### config.mk
export PLATFORM = sky130hd
export DESIGN_NAME = cache_mem_arbiter
export DESIGN_NICKNAME = d
export VERILOG_FILES = /design/src/rtl/cache_mem_arbiter.sv
export SDC_FILE = /design/constraint.sdc
export NUM_CORES = 1
export LEC_CHECK = 0
export CAP_MARGIN = 5
export CORE_AREA = 2 2 270 272
export DETAILED_ROUTE_END_ITERATION = 8
export DIE_AREA = 0 0 272 274
export MAX_ROUTING_LAYER = met4
export SLEW_MARGIN = 15
export SYNTH_ARGS = -nofsm -noshare
export SYNTH_HDL_FRONTEND = slang
export SYNTH_SLANG_ARGS = --single-unit
### constraint.sdc
create_clock -name clk -period 11.1 [get_ports clk]
set_input_delay 2.775 -clock clk [delete_from_list [all_inputs] [get_ports clk]]
set_output_delay 2.775 -clock clk [all_outputs]
set_load 0.02 [all_outputs]
### src/rtl/cache_mem_arbiter.sv
// cache_mem_arbiter: shares one physical-memory line port between the I-cache and
// D-cache miss paths, with one outstanding pmem transaction at a time.
// Optional feature macro: ARB_ROUND_ROBIN_EN (round-robin tie-break between I and D).
// Without it, D always beats I on a tie.
module cache_mem_arbiter #(
  parameter int ADDR_W = 16,
  parameter int LINE_W = 128
) (
  input  logic              clk,
  input  logic              rst,
  input  logic              i_read,
  input  logic [ADDR_W-1:0] i_address,
  output logic [LINE_W-1:0] i_rdata,
  output logic              i_resp,
  input  logic              d_read,
  input  logic              d_write,
  input  logic [ADDR_W-1:0] d_address,
  input  logic [LINE_W-1:0] d_wdata,
  output logic [LINE_W-1:0] d_rdata,
  output logic              d_resp,
  output logic              pmem_read,
  output logic              pmem_write,
  output logic [ADDR_W-1:0] pmem_address,
  output logic [LINE_W-1:0] pmem_wdata,
  input  logic [LINE_W-1:0] pmem_rdata,
  input  logic              pmem_resp
);

  typedef enum logic [2:0] {StIdle, StServeI, StServeD, StRespI, StRespD} state_e;

  state_e              r_state;
  logic [ADDR_W-1:0]   r_addr;
  logic [LINE_W-1:0]   r_wdata;
  logic [LINE_W-1:0]   r_line;
  logic                r_pmem_read;
  logic                r_pmem_write;
  logic                r_i_resp;
  logic                r_d_resp;

  logic                w_d_req;
  logic                w_grant_d;

  assign w_d_req = d_read | d_write;

`ifdef ARB_ROUND_ROBIN_EN
  // 1 = I was granted last; reset value makes D win the first tie.
  logic r_last_grant_i;

  assign w_grant_d = w_d_req & (~i_read | r_last_grant_i);

  // Track the most recent winner so the other side wins the next tie.
  always_ff @(posedge clk or posedge rst) begin
    if (rst) begin
      r_last_grant_i <= 1'b1;
    end else if (r_state == StIdle && (w_d_req || i_read)) begin
      r_last_grant_i <= ~w_grant_d;
    end
  end
`else
  assign w_grant_d = w_d_req;
`endif

  // Main sequencer: grant in idle, hold pmem strobe until pmem_resp, pulse resp once.
  always_ff @(posedge clk or posedge rst) begin
    if (rst) begin
      r_state      <= StIdle;
      r_addr       <= '0;
      r_wdata      <= '0;
      r_line       <= '0;
      r_pmem_read  <= 1'b0;
      r_pmem_write <= 1'b0;
      r_i_resp     <= 1'b0;
      r_d_resp     <= 1'b0;
    end else begin
      r_i_resp <= 1'b0;
      r_d_resp <= 1'b0;
      unique case (r_state)
        StIdle: begin
          if (w_grant_d) begin
            r_state      <= StServeD;
            r_addr       <= d_address;
            r_wdata      <= d_wdata;
            // A write wins over a simultaneous read.
            r_pmem_write <= d_write;
            r_pmem_read  <= ~d_write;
          end else if (i_read) begin
            r_state     <= StServeI;
            r_addr      <= i_address;
            r_pmem_read <= 1'b1;
          end
        end
        StServeI: begin
          if (pmem_resp) begin
            r_line       <= pmem_rdata;
            r_pmem_read  <= 1'b0;
            r_pmem_write <= 1'b0;
            r_i_resp     <= 1'b1;
            r_state      <= StRespI;
          end
        end
        StServeD: begin
          if (pmem_resp) begin
            r_line       <= pmem_rdata;
            r_pmem_read  <= 1'b0;
            r_pmem_write <= 1'b0;
            r_d_resp     <= 1'b1;
            r_state      <= StRespD;
          end
        end
        StRespI, StRespD: begin
          r_state <= StIdle;
        end
        default: begin
          r_state <= StIdle;
        end
      endcase
    end
  end

  assign i_rdata      = r_line;
  assign d_rdata      = r_line;
  assign i_resp       = r_i_resp;
  assign d_resp       = r_d_resp;
  assign pmem_read    = r_pmem_read;
  assign pmem_write   = r_pmem_write;
  assign pmem_address = r_addr;
  assign pmem_wdata   = r_wdata;

endmodule

==> results.cfg, run 1 <==
[clocking]
root_buffer = clkbuf_16
htreeDepth = 2
insertion_delay_ns = 0.53
cts_buffers = 34
clk_path_buf_depth = 3
cts_tree = done
cts_hold_buf = 0
cts_setup_buffers = 0
cts_sinks = 279
path_clk_slew_ns = 0.06
cts_resized = 0

[global_routing]
grt_max_degree = 152
antenna_found_initial = 12
grt_pass1_wl_um = 57400
overflow = 0
grt_usage = 0.107
grt_pass1_vias = 8758

[place]
placed_cell_area_mm2 = 0.0191
io_buffers = 697
gp_congestion = 0.868
post-place-cells = 2255
dpl.hpwl_um = 31100

[drt]
wl_met2_um = 20300
wl_met1_um = 14900
wl_um = 40600
vias = 8149
wl_per_cell_um = 17.5
via_per_inst = 3.51
top_layer_used = met4
ant_nets = 0
first_pass_iters = 4
drt_iter0_drc = 223
drc = 0
route.met3.wl_um = 4190

[sta]
period_share = 0.470
slew-limit-headroom = 0.251
grt_setup_unrepaired = false
setup_tns_ns = 0
finalClockSkew_ns = 0.00855
slew_viol_final = 0
worstMarginPinSlew_ns = 1.12
min_period_ns = 5.22
fmax_mhz = 192
setup_viol = 0
finalHoldViolCount = 0

[hold_path]
worstHoldEndpoint = pmem_address[7]
min_from = pmem_address[7]
hold_class = flop to flop
min_delay_path_depth = 1

[final_layout]
n_fill_cell = 7287
stdcell_count = 2322
syn2layout_area_growth_pct = 66.7
drive_above_1_share = 0.232
nets = 1626
fin_area_mm2 = 0.0202
multi_input_area_mm2 = 0.00387
regArea_mm2 = 0.00698

[pwr]
power_density_mw_per_mm2 = 339
p_leak_uw = 0.00835
switching_share = 0.378
combPwrFrac = 0.549
switchingPower_uw = 2590
clockPowerShare = 0.162
power_uw = 6850
seqPwrFrac = 0.289
ir_worst_vdd_mv = 0.179
p_int_uw = 4270

[logic_synthesis]
synthCells = 755
syn_area_mm2 = 0.0121
yosysWarnings = 0
synth_fp_nets = 1049
ys_types = 26
ys_seq_area_frac = 0.575
syn_area_per_cell_um2 = 16.1
ys_ff_latch = 279

[worst_setup_path]
r2r_end = d_rdata[17]
crit_fanout = 69
critical-path-max-stage-delay_ns = 0.83
r2r_slack_ns = 8.04
slowest_stage = buf_4
required_ns = 11.51
crit_buf_inv = 3
path_delay_family = buffers and inverters
arrival_ns = 5.63
worstSetupPathType = input port to flop
crit_top_cell = buf_4
cp-end-kind = flop
critPathLaunchType = input port
rr_worst_depth = 5
rr_startpoint = r_state[0]
path_cells = clkdlybuf4s50_1, nand2b_1, a21oi_4, buf_4, buf_4, mux2_2

[floorplan]
dieArea_mm2 = 0.0745
start_util = 0.169
ios = 698
die_h_um = 274
fp.dieW_um = 272
num_rows = 99
core_mm2 = 0.0720

[outcome]
status = completed

[run]
maxCapViolations = 0
## power groups by stage
stage	Combinational [µW]	Clock, µW	Sequential, µW
2_1_floorplan	1720	0	2500
3_3_place_gp	3770	0	1980
3_5_place_dp	3800	0	1990
4_1_cts	3800	1170	1990
5_1_grt	3930	1210	2050
6_report	3760	1110	1980
## state kept, by name, indices dropped and copies added (netlist names)
name	cells
d_rdata	128
pmem_wdata	128
pmem_address	16
r_state	3
d_resp	1
i_resp	1
pmem_read	1
pmem_write	1
## metal layers
| metal | vias up | global-route usage |
|---|---|---|
| met5 | - | - |
| li1 | 3648 | - |
| met2 | 428 | 0.178 |
| met3 | 72 | 0.0394 |
| met1 | 4001 | 0.117 |
| met4 | 0 | 0.0386 |
## synthesized netlist by cell type (all sizes together)
| cell type | count | area share |
|---|---|---|
| a2111oi | 1 | 0.00072 |
| a21oi | 2 | 0.0011 |
| a22oi | 1 | 0.00062 |
| and2 | 1 | 0.00052 |
| buf | 161 | 0.11 |
| dfrtp | 279 | 0.57 |
| inv | 3 | 0.00093 |
| mux2 | 288 | 0.30 |
| nand2b | 3 | 0.0015 |
| nand3b | 1 | 0.00062 |
| nor2 | 4 | 0.0014 |
| nor3 | 2 | 0.0018 |
| nor4 | 1 | 0.00052 |
| o211ai | 1 | 0.00062 |
| o21ai | 4 | 0.0020 |
| o31a | 1 | 0.00072 |
| o31ai | 1 | 0.00062 |
| o41ai | 1 | 0.00072 |
## worst reg2reg max path: cells and delay by family (launching register included)
| kind | cells | cell delay [ns] |
|---|---|---|
| AOI/OAI and AO/OA | 1 | 0.17 |
| and+or+nand+nor | 1 | 0.26 |
| buffers and inverters | 2 | 1.53 |
| DFF | 1 | 0.48 |
| muxes | 1 | 0.51 |
## stage by stage
| step | setup WS, ns | hold slack (ns) | utilization |
|---|---|---|---|
| 2_1_floorplan | 0.631 | 0.526 | - |
| 3_3_place_gp | 5.40 | 0.475 | 0.266 |
| 3_5_place_dp | 5.34 | 0.477 | 0.266 |
| 4_1_cts | 5.93 | 0.490 | 0.281 |
| 5_1_grt | 5.76 | 0.513 | 0.281 |
| 6_report | 5.88 | 0.486 | 0.281 |
## final cells by class
type                    count  area share
diodes                      8    0.000989
clock buffers              48      0.0507
clock inverters            11     0.00420
inverters                   3    0.000927
multi-input cells         312       0.191
flip-flops and latches    279       0.345
well taps                 959      0.0593
repair buffers            702       0.348
## worst max-delay path by stage
stage,startpoint,end,slack (ns),depth (start not counted)
2_1_floorplan,rst,d_rdata[0],0.63,1
3_3_place_gp,pmem_resp,d_rdata[126],5.40,6
3_5_place_dp,pmem_resp,d_rdata[124],5.34,6
4_1_cts,pmem_resp,d_rdata[17],5.93,6
5_1_grt,pmem_resp,d_rdata[17],5.76,6
6_report,pmem_resp,d_rdata[17],5.88,6
## kinds of logic (layout without fill, tap and decap cells)
logic type	after synthesis	count (layout)	share of synthesized area
compound gates	12	12	0.00711
buf+inv	164	764	0.108
flops	279	279	0.575
mux	288	288	0.304
other cells	0	8	0
simple gates	12	12	0.00639
## cell usage in the layout, fill, tap and decap left out, drive strengths merged
cell type,instances
clkdlybuf4s50,697
mux2,288
dfrtp,279
clkbuf,48
diode,8
clkinv,8
buf,5
nor2,4
o21ai,4
nand2b,3
inv,3
clkinvlp,2
a21oi,2
nor3,2
nand3b,1
o31ai,1
a22oi,1
o41ai,1
o211ai,1
o31a,1
and2,1
nor4,1
a2111oi,1
bufinv,1
(Power assumes the default switching activity.)
==> inputs of run 2 (changes only) <==
==> constraint.sdc (replaced) <==
create_clock -name clk -period 5.3 [get_ports clk]
set_input_delay 1.325 -clock clk [delete_from_list [all_inputs] [get_ports clk]]
set_output_delay 1.325 -clock clk [all_outputs]
set_load 0.02 [all_outputs]
==> results.cfg, run 2 (synthesized netlist as in run 1, its figures left out) <==
[drt]
drc = 0
via_per_inst = 3.44
route.met3.wl_um = 3180
first_pass_iters = 4
top_layer_used = met4
vias = 8049
ant_nets = 0
wl_met1_um = 14000
wl_per_cell_um = 16.0
drt_iter0_drc = 121
wl_um = 37400
wl_met2_um = 19400

[pwr]
switching_share = 0.373
p_int_uw = 8990
p_leak_uw = 0.00847
seqPwrFrac = 0.284
power_density_mw_per_mm2 = 701
switchingPower_uw = 5360
combPwrFrac = 0.557
ir_worst_vdd_mv = 0.363
clockPowerShare = 0.159

[clocking]
cts_buffers = 31
cts_sinks = 279
cts_resized = 0
path_clk_slew_ns = 0.06
root_buffer = clkbuf_16
clk_path_buf_depth = 3
cts_hold_buf = 0
insertion_delay_ns = 0.59
htreeDepth = 1
cts_setup_buffers = 0
cts_tree = done

[worst_setup_path]
crit_fanout = 3
critical-path-max-stage-delay_ns = 0.80
arrival_ns = 1.75
path_depth = 1
required_ns = 3.97
rr_startpoint = r_state[0]
r2r_slack_ns = 3.00
rr_worst_depth = 4
critPathLaunchType = flop
crit_end = i_rdata[1]
r2r_end = d_rdata[24]
path_delay_family = buffers and inverters
crit_path_start = d_rdata[1]
slowest_stage = clkdlybuf4s50_1
worstSetupPathType = flop to output pin
crit_buf_inv = 1
cp-end-kind = output pin
path_cells = clkdlybuf4s50_1

[final_layout]
final_common_cell = clkdlybuf4s50_1
syn2layout_area_growth_pct = 68.4
drive_above_1_share = 0.244
nets = 1648
n_fill_cell = 7232
most-common-layout-cells = clkdlybuf4s50_1 (697), dfrtp_1 (279), mux2_2 (130)

[global_routing]
antenna_found_initial = 2
grt_pass1_vias = 8652
grt_pass1_wl_um = 54200
grt_max_degree = 93
grt_usage = 0.0968
overflow = 0

[floorplan]
core_mm2 = 0.0720
num_rows = 99
dieArea_mm2 = 0.0745
fp.dieW_um = 272
start_util = 0.169
ios = 698
die_h_um = 274

[sta]
grt_setup_unrepaired = false
period_share = 0.581
setup_viol = 0
worstMarginPinSlew_ns = 1.01
slew-limit-headroom = 0.327
setup_tns_ns = 0
min_period_ns = 3.08
fmax_mhz = 325
slew_viol_final = 0
holdWs_ns = 0.485
finalHoldViolCount = 0
finalClockSkew_ns = 0.0248

[place]
gp_congestion = 0.865
dpl.hpwl_um = 29400
io_buffers = 697

[hold_path]
hold_class = flop to flop

[run]
maxCapViolations = 0

[outcome]
status = completed
## run 2: through the flow
stage	setup WS (ns)	power, µW	util	area (µm²)	instances
after floorplan	0.282	8830	-	12200	755
after global placement	1.70	12100	0.269	19400	2280
after detailed placement	1.62	12200	0.269	19400	2280
after CTS	2.04	14600	0.284	20400	2336
after global routing	1.99	15000	0.284	20400	2337
final	2.22	14300	0.284	20400	2337
## run 2: power groups by stage
| stage | logic (µW) | registers (µW) | clock network, µW |
|---|---|---|---|
| finish | 7990 | 4070 | 2280 |
| global route | 8360 | 4220 | 2450 |
| CTS | 8100 | 4090 | 2370 |
| detailed placement | 8100 | 4090 | 0 |
| global placement | 8030 | 4080 | 0 |
| floorplan | 3600 | 5230 | 0 |
## run 2: metal layers
layer | vias to the layer above | track usage
met4 | 0 | 0.0279
met1 | 3916 | 0.105
met2 | 411 | 0.170
met5 | - | -
li1 | 3674 | -
met3 | 48 | 0.0289
## run 2: final cells by class
type	count	area, µm²	share of cell area
Multi-Input combinational cell	312	3870	0.189
Timing Repair Buffer	727	7290	0.356
Sequential cell	279	6980	0.341
Antenna cell	1	2.50	0.000122
Clock buffer	42	877	0.0429
Inverter	3	15.0	0.000734
Clock inverter	14	211	0.0103
Tap cell	959	1200	0.0587
## run 2: worst min path at each step
stage                                from  cells past startpoint         endpoint
final                     pmem_address[8]                      1  pmem_address[8]
after global placement    pmem_address[8]                      1  pmem_address[8]
after CTS                 pmem_address[8]                      1  pmem_address[8]
after detailed placement  pmem_address[7]                      1  pmem_address[7]
after floorplan                r_state[2]                      1       r_state[0]
after global routing      pmem_address[7]                      1  pmem_address[7]
